`src/rtl/lsu_pkg.sv`:
```
// lsu_pkg: funct3 codes, controller states and the request legality check
// shared by the load/store controller and its lane logic.
package lsu_pkg;
    localparam logic [2:0] F3_B  = 3'b000;
    localparam logic [2:0] F3_H  = 3'b001;
    localparam logic [2:0] F3_W  = 3'b010;
    localparam logic [2:0] F3_BU = 3'b100;
    localparam logic [2:0] F3_HU = 3'b101;

    typedef enum logic [1:0] {IDLE, RD, WR, EXT} lsu_state_t;

    // Unsigned sizes are load-only, so a store with funct3[2] set is illegal.
    function automatic logic lsu_bad(input logic we, input logic [2:0] funct3, input logic [1:0] off);
        logic illegal;
        logic misaligned;
        illegal    = funct3 == 3'b011 || funct3[2:1] == 2'b11 || (we && funct3[2]);
        misaligned = (funct3[1:0] == 2'b01 && off[0]) || (funct3 == F3_W && off != 2'b00);
        return illegal || misaligned;
    endfunction
endpackage

```
`src/rtl/lsu_lane.sv`:
```
// lsu_lane: little-endian lane select with sign/zero extension for loads, and
// byte/half merge into the previously read word for stores.
module lsu_lane
    import lsu_pkg::*;
(
    input  logic [31:0] mem_rd,
    input  logic [31:0] wdata,
    input  logic [1:0]  off,
    input  logic [2:0]  funct3,
    output logic [31:0] rdata,
    output logic [31:0] merged
);
    logic [4:0]  sh;
    logic [4:0]  hsh;
    logic [7:0]  b;
    logic [15:0] h;
    logic [31:0] mask;
    logic [31:0] ins;

    always_comb begin
        sh     = {off, 3'b000};
        hsh    = {off[1], 4'b0000};
        b      = 8'(mem_rd >> sh);
        h      = off[1] ? mem_rd[31:16] : mem_rd[15:0];
        rdata  = funct3 == F3_B  ? {{24{b[7]}}, b} :
                 funct3 == F3_BU ? {24'h0, b} :
                 funct3 == F3_H  ? {{16{h[15]}}, h} :
                 funct3 == F3_HU ? {16'h0, h} : mem_rd;
        mask   = funct3[1:0] == 2'b00 ? 32'h0000_00FF << sh : 32'h0000_FFFF << hsh;
        ins    = funct3[1:0] == 2'b00 ? {24'h0, wdata[7:0]} << sh : {16'h0, wdata[15:0]} << hsh;
        merged = funct3 == F3_W ? wdata : (mem_rd & ~mask) | (ins & mask);
    end
endmodule

```
`src/rtl/lsu_mem_ctrl.sv`:
```
// lsu_mem_ctrl: RV32I load/store initiator for a word-addressed, 1-cycle-latency
// single-port memory; sub-word stores are done by read-modify-write.
module lsu_mem_ctrl
    import lsu_pkg::*;
#(
    parameter int DATA_WIDTH = 32,
    parameter int ADDR_WIDTH = 10
) (
    input  logic                  clk,
    input  logic                  rst,
    input  logic                  req_valid,
    output logic                  req_ready,
    input  logic                  req_we,
    input  logic [2:0]            req_funct3,
    input  logic [31:0]           req_addr,
    input  logic [31:0]           req_wdata,
    output logic                  resp_valid,
    output logic [31:0]           resp_rdata,
    output logic                  resp_err,
    output logic [ADDR_WIDTH-1:0] mem_a,
    output logic                  mem_we,
    output logic [DATA_WIDTH-1:0] mem_wd,
    input  logic [DATA_WIDTH-1:0] mem_rd
);
    lsu_state_t              state;
    lsu_state_t              state_n;
    logic                    we_q;
    logic [2:0]              funct3_q;
    logic [ADDR_WIDTH+1:0]   addr_q;
    logic [31:0]             wdata_q;
    logic [31:0]             ld_data;
    logic [31:0]             st_data;
    logic                    accept;
    logic                    bad;
    logic                    unused_addr;

    // Upper address bits are dropped so accesses wrap over the memory.
    assign unused_addr = ^req_addr[31:ADDR_WIDTH+2];
    assign req_ready   = state == IDLE;
    assign accept      = req_valid && req_ready;
    assign bad         = lsu_bad(req_we, req_funct3, req_addr[1:0]);

    lsu_lane u_lane (
        .mem_rd (mem_rd),
        .wdata  (wdata_q),
        .off    (addr_q[1:0]),
        .funct3 (funct3_q),
        .rdata  (ld_data),
        .merged (st_data)
    );

    always_comb begin
        state_n = state;
        mem_a   = addr_q[ADDR_WIDTH+1:2];
        mem_we  = 1'b0;
        mem_wd  = '0;
        case (state)
            IDLE: if (accept && !bad) state_n = (req_we && req_funct3 == F3_W) ? WR : RD;
            RD:   state_n = we_q ? WR : EXT;
            WR: begin
                state_n = IDLE;
                mem_we  = !rst;
                mem_wd  = st_data;
            end
            EXT:  state_n = IDLE;
        endcase
    end

    always_ff @(posedge clk) begin
        if (rst) begin
            state      <= IDLE;
            we_q       <= 1'b0;
            funct3_q   <= '0;
            addr_q     <= '0;
            wdata_q    <= '0;
            resp_valid <= 1'b0;
            resp_err   <= 1'b0;
            resp_rdata <= '0;
        end else begin
            state      <= state_n;
            resp_valid <= (accept && bad) || state == WR || state == EXT;
            resp_err   <= accept && bad;
            resp_rdata <= state == EXT ? ld_data : '0;
            if (accept) begin
                we_q     <= req_we;
                funct3_q <= req_funct3;
                addr_q   <= req_addr[ADDR_WIDTH+1:0];
                wdata_q  <= req_wdata;
            end
        end
    end
endmodule

```
`config.mk`:
```
export PLATFORM = sky130hd
export DESIGN_NAME = lsu_mem_ctrl
export DESIGN_NICKNAME = d
export VERILOG_FILES = /design/src/rtl/lsu_pkg.sv /design/src/rtl/lsu_lane.sv /design/src/rtl/lsu_mem_ctrl.sv
export SDC_FILE = /design/constraint.sdc
export NUM_CORES = 1
export LEC_CHECK = 0
export ABC_CLOCK_PERIOD_IN_PS = 1800
export CAP_MARGIN = 20
export CORE_ASPECT_RATIO = 1.25
export CORE_MARGIN = 3
export CORE_UTILIZATION = 40
export DETAILED_ROUTE_END_ITERATION = 8
export PLACE_DENSITY_LB_ADDON = 0.3
export SETUP_SLACK_MARGIN = 0.5
export SLEW_MARGIN = 40
export SYNTH_ARGS = -nofsm -noshare
export SYNTH_HDL_FRONTEND = slang
export SYNTH_HIERARCHICAL = 1
export SYNTH_SLANG_ARGS = --single-unit
```
`constraint.sdc`:
```
create_clock -name clk -period 1.8 [get_ports clk]
set_input_delay 0.36 -clock clk [delete_from_list [all_inputs] [get_ports clk]]
set_output_delay 0.36 -clock clk [all_outputs]
set_load 0.02 [all_outputs]
```
==> results.ini <==
[status]
result_of_the_run = finished with violations
violations = setup timing

[cts]
path_clk_slew_ns = 0.06
cts.htree.levels = 3
cts_inserted_buffers = 9
cts_tree = yes
cts.hold.buffers_added = 0
insertion_delay_ns = 0.34
clock_sink_count = 84
max-clock-path-buffers = 2
clk_root_buffer_cell = sky130_fd_sc_hd__clkbuf_16

[synthesis]
synth.net_count = 656
synth_cell_types = 40
synth_area_leader_cell = sky130_fd_sc_hd__dfxtp_1
syn_inst = 553
warnings_synthesis = 6
synth_area_per_cell_um2 = 8.53
ys_async_sr_fraction = 0
top_post_synthesis_cells_by_area = sky130_fd_sc_hd__dfxtp_1 36%, sky130_fd_sc_hd__mux2i_1 10%, sky130_fd_sc_hd__and2_1 8.5%, sky130_fd_sc_hd__nor2_1 6.4%, sky130_fd_sc_hd__a221o_1 5.3%
flip_flop_and_latch_count_after_synthesis = 84
synth.yosys.seq_area_share = 0.356
synth_enable_flop_cells = 0
synth-main-ff-cell = sky130_fd_sc_hd__dfxtp_1
synth.cell_area_mm2 = 0.00472
yosys.area.top_type_share = 0.356

[sta]
report.final.hold_viol_count = 0
tightestPinTransition_ns = 0.628
rsz_0062_raised_after_global_routing = yes
final.hold.worst_slack_ns = 0.338
final.period_utilization = 1.28
fmaxAchievable_mhz = 433
final_period_minus_worst_setup_slack_ns = 2.31
timing.setup.tns_ns = -16.24
slew-limit-headroom = 0.581
setup-violations-final = 57
finalMaxSlewViolations = 0
worst_slack_ns = -0.510
timing.clock.skew_ns = 0.00588

[pwr]
power_leakage_nw = 3.56
fin_total_pwr_mw = 6.23
powerDensity_mw_per_mm2 = 759
vdd.ir_drop.worst_v = 0.000504

[setup_path]
worstPathRequired_ns = 1.44
timing.critical_path.fanout_max = 8
setup.worst_path.class = flop to output pin
worst_path_largest_cell_delay_ns = 0.39
critical_path.cell_chain = clkinvlp_4 -> buf_4 -> o211a_4 -> nor2_4 -> a221o_1 -> and2_4 -> buf_6
cp_data_arrival_time_ns = 1.95
cp-end-kind = output pin
critPathBufInv = 3
setup.worst_path.start_class = flop
critPathSlowestCell = sky130_fd_sc_hd__dfxtp_4
critical_path.top_delay_family = buffers and inverters

[grt]
grt_start_max_net_pins = 54
globalRouteTotalUtil = 0.279
grt-ovfl-total = 0
global_route_wire_length_before_repair_um = 28000
grt_pass1_vias = 5354
initial_antenna_violation_count = 0

[run]
maxCapViolCount = 0

[floorplan]
floorplan.initialDensity = 0.417
die-area_mm2 = 0.0131
design.core.area_mm2 = 0.0113
io_pins = 181
die_w_um = 103
std_cell_rows = 43
dieHeight_um = 127

[final_layout]
layout-drive-gt1-share = 0.423
final_nets = 914
stdcell_area_mm2 = 0.00820
area_growth_from_synthesis_to_layout_pct = 73.9
n_antenna_cell = 0
fin_cells = 951

[routing]
routed_wire_length_per_instance_um = 19.5
drt_iter0_markers = 394
route.antenna.remaining_nets = 0
via_count_of_the_routed_design = 5279
remaining_drc_errors = 0
vias_per_cell = 5.55
firstDrtPassIters = 5
routed_wl_um = 18500

[worst_hold_path]
holdCritPathClass = primary input to flop

[placed_design]
dp.cells = 895
routabilityCongestion = 0.945
dp_hpwl_um = 13000
placedInstanceArea_mm2 = 0.00708
io_buffers = 160

-- flip-flops by register name (all words and copies together), names as in the netlist --
| signal | count |
|---|---|
| addr_q | 12 |
| state | 2 |
| funct3_q | 3 |
| resp_valid | 1 |
| resp_rdata | 32 |
| we_q | 1 |
| resp_err | 1 |
| wdata_q | 32 |
-- synth_stat cells, types with 2 or more instances --
cell type and n:
sky130_fd_sc_hd__mux4_2 7, sky130_fd_sc_hd__a22o_1 9, sky130_fd_sc_hd__a221o_1 25, sky130_fd_sc_hd__a21oi_1 6, sky130_fd_sc_hd__nor2_2 2, sky130_fd_sc_hd__buf_4 16, sky130_fd_sc_hd__o21ai_0 31, sky130_fd_sc_hd__and2_1 64
sky130_fd_sc_hd__nor2b_1 17, sky130_fd_sc_hd__nand3_1 17, sky130_fd_sc_hd__mux2_2 10, sky130_fd_sc_hd__nor3_1 2, sky130_fd_sc_hd__a31oi_1 8, sky130_fd_sc_hd__mux2i_1 48, sky130_fd_sc_hd__nor2_1 80, sky130_fd_sc_hd__buf_2 6
sky130_fd_sc_hd__clkbuf_1 21, sky130_fd_sc_hd__o32ai_1 7, sky130_fd_sc_hd__buf_6 7, sky130_fd_sc_hd__o21ai_1 9, sky130_fd_sc_hd__dfxtp_1 84, sky130_fd_sc_hd__inv_1 5, sky130_fd_sc_hd__nand2_1 55
-- final timing paths --
path / startpoint / endpoint / slack (ns) / depth (start not counted)
worst max-delay path: funct3_q[0]$_SDFFE_PP0P_ / mem_wd[29] / -0.51 / 7
worst min-delay path: req_addr[1] / addr_q[1]$_SDFFE_PP0P_ / 0.34 / 4
worst max register to register: funct3_q[1]$_SDFFE_PP0P_ / resp_rdata[11]$_SDFF_PP0_ / -0.13 / 7
worst min register to register: addr_q[4]$_SDFFE_PP0P_ / addr_q[4]$_SDFFE_PP0P_ / 0.50 / 2
-- worst register-to-register path, cell delays in order, from the launching register on --
cell	delay, ns
sky130_fd_sc_hd__dfxtp_4	0.38
sky130_fd_sc_hd__buf_4	0.22
sky130_fd_sc_hd__buf_8	0.24
sky130_fd_sc_hd__nor3_1	0.10
sky130_fd_sc_hd__a22oi_2	0.35
sky130_fd_sc_hd__nor2_4	0.10
sky130_fd_sc_hd__a221o_1	0.31
sky130_fd_sc_hd__and2_1	0.14
-- power by group --
| group | switching [mW] | total [mW] | leakage, nW | internal, mW |
|---|---|---|---|---|
| combinational | 0.989 | 2.16 | 2.71 | 1.17 |
| clock | 0.772 | 2.04 | 0.160 | 1.27 |
| sequential | 0.0762 | 2.04 | 0.689 | 1.96 |
| total | 1.84 | 6.23 | 3.56 | 4.39 |
-- final cells by class --
class | count | area [µm²]
Fill cell | 842 | 3090
Multi-Input combinational cell | 415 | 3060
Timing Repair Buffer | 296 | 2910
Sequential cell | 84 | 1700
Clock buffer | 10 | 239
Tap cell | 135 | 169
Clock inverter | 6 | 93.8
Inverter | 5 | 26.3
-- metal layers --
metal	share of wire	global-route usage
met4	0.064	0.179
met3	0.066	0.0404
met5	0	0
met2	0.50	0.468
met1	0.37	0.324
-- logic make-up after synthesis --
logic type | Yosys count | synth area share
compound gates | 104 | 0.163
buf+inv | 57 | 0.0711
flops | 84 | 0.356
simple gates | 243 | 0.250
mux | 65 | 0.159
-- timing repair --
item,CTS,global route
hold endpoints to repair,0,0
pin swaps,37,18
cloned,13,0
resized for setup,473,48
buffers inserted,20,7
endpoints found under the setup margin,162,122
-- layout by cell type (no fill, tap or decap), drive strengths merged, types with 2 or more instances in the layout --
cell / n
buf: 187
dfxtp: 84
nor2: 82
and2: 64
clkdlybuf4s50: 60
nand2: 55
mux2i: 48
o21ai: 41
clkdlybuf4s15: 29
a221o: 25
nor2b: 17
nand3: 17
dlygate4sd2: 16
clkbuf: 13
mux2: 10
a22o: 9
a31oi: 9
mux4: 7
o32ai: 7
a21oi: 6
inv: 6
or2: 5
clkinvlp: 3
nor3b: 2
bufinv: 2
nor3: 2
a22oi: 2
-- through the flow --
| stage | util | worst slack (ns) |
|---|---|---|
| finish | 0.726 | -0.510 |
| global route | 0.726 | -0.554 |
| CTS | 0.711 | -0.477 |
| detailed placement | 0.627 | -0.874 |
| global placement | 0.627 | -0.873 |
| floorplan | - | -0.0161 |
(Power assumes the default switching activity.)
